[src/rtl/rt_gray_cnt.sv]
// Up/down counter publishing its state as binary and Gray code, both taken straight from flops
// so the Gray word can cross clock domains glitch-free.
module rt_gray_cnt #(
    parameter int PARAM_BIT_NUM  = 4,
    parameter int PARAM_SATURATE = 0
) (
    input  logic                     rt_i_clk,
    input  logic                     rt_i_rst_n,
    input  logic                     rt_i_clr,
    input  logic                     rt_i_load,
    input  logic [PARAM_BIT_NUM-1:0] rt_i_load_bin,
    input  logic                     rt_i_en,
    input  logic                     rt_i_dir,
    output logic [PARAM_BIT_NUM-1:0] rt_o_bin,
    output logic [PARAM_BIT_NUM-1:0] rt_o_gray,
    output logic                     rt_o_wrap,
    output logic                     rt_o_sat,
    output logic                     rt_o_jump
);

    localparam logic [PARAM_BIT_NUM-1:0] ZERO = '0;
    localparam logic [PARAM_BIT_NUM-1:0] ONE  = PARAM_BIT_NUM'(1);
    localparam logic [PARAM_BIT_NUM-1:0] MAX  = '1;
    localparam logic                     SAT  = (PARAM_SATURATE != 0);

    logic [PARAM_BIT_NUM-1:0] bin_q, bin_d;
    logic [PARAM_BIT_NUM-1:0] gray_q, gray_d;
    logic [PARAM_BIT_NUM-1:0] gray_diff;
    logic                     wrap_q, wrap_d;
    logic                     sat_q, sat_d;
    logic                     jump_q, jump_d;
    logic                     at_end;

    always_comb begin
        bin_d     = bin_q;
        wrap_d    = 1'b0;
        at_end    = (rt_i_dir && (bin_q == MAX)) || (!rt_i_dir && (bin_q == ZERO));

        if (rt_i_clr) begin
            bin_d = ZERO;
        end else if (rt_i_load) begin
            bin_d = rt_i_load_bin;
        end else if (rt_i_en && !(SAT && at_end)) begin
            bin_d  = rt_i_dir ? (bin_q + ONE) : (bin_q - ONE);
            wrap_d = at_end;
        end

        // Gray is encoded from the next binary value so both flops load on the same edge.
        gray_d    = bin_d ^ (bin_d >> 1);
        gray_diff = gray_q ^ gray_d;
        // Clearing the lowest set bit leaves a non-zero word only if two or more bits differ.
        jump_d    = (gray_diff & (gray_diff - ONE)) != ZERO;
        sat_d     = SAT && ((rt_i_dir && (bin_d == MAX)) || (!rt_i_dir && (bin_d == ZERO)));
    end

    always_ff @(posedge rt_i_clk or negedge rt_i_rst_n) begin
        if (!rt_i_rst_n) begin
            bin_q  <= ZERO;
            gray_q <= ZERO;
            wrap_q <= 1'b0;
            sat_q  <= 1'b0;
            jump_q <= 1'b0;
        end else begin
            bin_q  <= bin_d;
            gray_q <= gray_d;
            wrap_q <= wrap_d;
            sat_q  <= sat_d;
            jump_q <= jump_d;
        end
    end

    assign rt_o_bin  = bin_q;
    assign rt_o_gray = gray_q;
    assign rt_o_wrap = wrap_q;
    assign rt_o_sat  = sat_q;
    assign rt_o_jump = jump_q;

endmodule
[config.mk]
export PLATFORM = sky130hd
export DESIGN_NAME = rt_gray_cnt
export DESIGN_NICKNAME = d
export VERILOG_FILES = /design/src/rtl/rt_gray_cnt.sv
export SDC_FILE = /design/constraint.sdc
export NUM_CORES = 1
export LEC_CHECK = 0
export BUFFER_PORTS_ARGS = -buffer_cell sky130_fd_sc_hd__buf_4
export CAP_MARGIN = 20
export CELL_PAD_IN_SITES_DETAIL_PLACEMENT = 1
export CELL_PAD_IN_SITES_GLOBAL_PLACEMENT = 2
export CORE_ASPECT_RATIO = 0.5
export CORE_MARGIN = 10
export CORE_UTILIZATION = 32
export DETAILED_ROUTE_END_ITERATION = 8
export PLACE_DENSITY_LB_ADDON = 0.15
export SYNTH_ARGS = -nofsm -noshare
export SYNTH_HDL_FRONTEND = slang
export SYNTH_SLANG_ARGS = --single-unit
[constraint.sdc]
create_clock -name rt_i_clk -period 4.11 [get_ports rt_i_clk]
set_clock_uncertainty 0.05 [all_clocks]
set_input_delay 0.822 -clock rt_i_clk [delete_from_list [all_inputs] [get_ports rt_i_clk]]
set_output_delay 0.822 -clock rt_i_clk [all_outputs]
set_load 0.005 [all_outputs]
==> reports/summary.txt <==
outcome = completed
H-tree depth = 1
Peak VDD IR = 0.150 mV
RSZ-0062 raised after global routing = no
post-synthesis xor/xnor area fraction = 3.85%
CTS Sinks = 9
GRT Residual Overflow = 0
clock group share of total power = 28.7%
Max-slew headroom = 64.5%
Comb power frac = 40.0%
Layout Cells excl Fill = 166
# diodes = 0
Hold Slack = 0.346 ns
number of placement rows = 13
switching power = 142 uW
Main synth FF type = dfrtp_1
first-pass GRT wire length = 4840 um
Post-Synth Adder-Cell Area = 4.95%
CTS max path bufs = 2
worst skew pair latency = 0.24 ns
Final ANT Viol Nets = 0
worst min path class = input port to asynchronous set/reset pin
TritonCTS clock tree = built
CP max-delay cell = fa_1
nets = 143
Setup-failing EPs final = 0
First DRT Iteration DRCs = 23
setup repair bufs after CTS = 0
CP Cell Sequence = buf_4 > fa_1 > xnor2_1 > a221o_1 > nand2_2 > inv_2 > o211ai_1 > o2111ai_1 > nand4_1 > nand3_2
Slowest Stage Delay on Critical Path = 0.43 ns
Tmin final = 2.67 ns
async set-reset flop share out of synthesis = 100%
Setup TNS Final = 0 ns
Mapped Nets = 125
Gate Count Post-Synth = 112
die width = 95.4 um
post-synthesis simple-gate area fraction = 26.1%
Post-route DRC = 0
Pins Over Slew Limit = 0
met3 GRT Util = 3.59%
Arrival @ worst endpoint = 2.73 ns
met2 Usage GRT = 13.2%
synth warn = 0
CTS root buf = clkbuf_8
All-Layer GR Usage = 10.9%
core area = 2650 um^2
vias in the first global route = 890
vias per std cell = 5.57
crit path launch type = input port
Least-Margin Pin Slew = 0.528 ns
register area share after synthesis = 24.8%
Initial Util = 34.3%
post-route cell area = 1100 um^2
Int Pwr = 237 uW
Mapped Avg Cell Area = 8.12 um^2
worst path bufs/invs = 2
layout cell share with drive strength beyond 1 = 27.1%
antenna violations before repair = 0
largest family of logic cells by synthesized area = compound AO/OA/AOI/OAI gates
CP required = 4.17 ns
CTS Buf Count = 3
Crit. End Element = flip-flop
DP Wirelength = 2280 um
GRT busiest layer = met1
drt pass-1 iters = 4
Setup CP Type = input port to flip-flop
Syn-to-layout area delta = 21.0%
Crit Path Max Fanout = 6
area of placed instances = 1060 um^2
pwr dens = 344 nW/um^2
Sw Ratio = 37.4%
synthesized area = 910 um^2
# Max-Cap Violations = 0
EDFF count, synth = 0
Total Wirelength = 2870 um
mux contribution to synthesized area = 1.65%
Yosys cell types = 50
largest net degree at the start of global routing = 15
routed length per instance = 17.3 um
final core utilization = 41.5%
port bufs = 19
clock slew at reported path FFs = 0.05 ns
Die H = 57.7 um
Seq cells post-synth = 9
Tcrit/Tclk final = 65.0%
routability congestion estimate = 0.790
Final Hold Viols = 0
vias = 924
Fmax achieved = 374 MHz
met1 Use GR = 17.1%
Leakage = 0.000474 uW
Resized Gates After CTS = 0
compound-cell area share of the yosys netlist = 28.2%
sequential power share = 31.4%
IO Count = 21
DIE AREA = 5500 um^2
Largest delay share family, worst path = compound AO/OA/AOI/OAI gates
dpl cells = 162
# hold bufs at CTS = 0
==> cell usage after synthesis (2+ instances only) <==
cell type / n / area (um^2)
dfrtp_1: 9 / 225
nand2_1: 9 / 33.8
inv_1: 8 / 30.0
a21oi_1: 6 / 30.0
nand3_1: 6 / 30.0
o21ai_0: 6 / 30.0
o211ai_1: 5 / 37.5
buf_4: 4 / 30.0
nand4_1: 4 / 25.0
xnor2_1: 4 / 35.0
inv_2: 3 / 11.3
nor2_1: 3 / 11.3
and2_1: 2 / 12.5
ha_1: 2 / 25.0
nor2b_1: 2 / 12.5
nor3b_1: 2 / 15.0
o211ai_2: 2 / 25.0
o311ai_1: 2 / 17.5
o31ai_1: 2 / 15.0
==> cells by family (layout without fill, tap and decap cells) <==
logic type      count (synthesis)  count (layout)
buf+inv                        18              35
simple gates                   41              41
other cells                     1               1
xor+xnor                        4               4
compound gates                 35              35
flops                           9               9
mux                             1               1
fa+ha+maj                       3               3
==> routing by layer <==
layer | share of wire (%) | vias up | wire, um
li1 | - | 445 | -
met1 | 54 | 449 | 1560
met2 | 38 | 28 | 1080
met3 | 7.6 | 2 | 217
met4 | 0.42 | 0 | 12
met5 | 0 | - | 0
==> through the flow <==
| step | setup slack [ns] | total power (uW) |
|---|---|---|
| floorplan | 1.52 | 217 |
| global placement | 1.22 | 272 |
| detailed placement | 1.21 | 271 |
| CTS | 1.45 | 380 |
| global route | 1.25 | 407 |
| finish | 1.44 | 379 |
==> final timing paths <==
path                                         end  slack, ns                    from  depth (start not counted)
hold reg to reg              rt_o_jump$_DFF_PN0_       0.68  rt_o_gray[2]$_DFF_PN0_                          2
min in group rt_i_clk        rt_o_jump$_DFF_PN0_       0.68  rt_o_gray[2]$_DFF_PN0_                          2
setup / recovery             rt_o_jump$_DFF_PN0_       1.44                rt_i_dir                         10
setup reg to reg             rt_o_jump$_DFF_PN0_       1.63   rt_o_bin[0]$_DFF_PN0_                         10
hold / removal             rt_o_bin[0]$_DFF_PN0_       0.35              rt_i_rst_n                          1
max in group asynchronous    rt_o_jump$_DFF_PN0_       3.51              rt_i_rst_n                          1
==> cell usage in the layout (no fill, tap or decap), drive strengths merged, types with 2 or more instances in the layout <==
master,count
a21oi,6
and2,3
buf,20
clkbuf,4
dfrtp,9
ha,2
inv,11
nand2,10
nand3,7
nand4,4
nor2,3
nor2b,2
nor3b,2
o2111ai,2
o211ai,7
o21ai,8
o311ai,2
o31ai,2
or2,3
xnor2,4
==> cell type report <==
class / instances / area, um^2
fill: 325 / 1550
multi-input combinational: 85 / 593
sequential: 9 / 225
timing repair buffer: 20 / 150
tap: 37 / 46.3
clock buffer: 4 / 45.0
inverter: 11 / 41.3
==> power by group through the flow <==
stage / logic (uW) / registers [uW] / clock network, uW
CTS: 153 / 119 / 109
detailed placement: 151 / 119 / 0
global route: 171 / 121 / 115
global placement: 151 / 121 / 0
floorplan: 103 / 113 / 0
finish: 151 / 119 / 109
==> flip-flops by register name, indices dropped and copies added, names as in the netlist <==
signal     count
rt_o_bin       4
rt_o_gray      3
rt_o_jump      1
rt_o_wrap      1
Note: power is estimated with default switching activity, not from simulation.
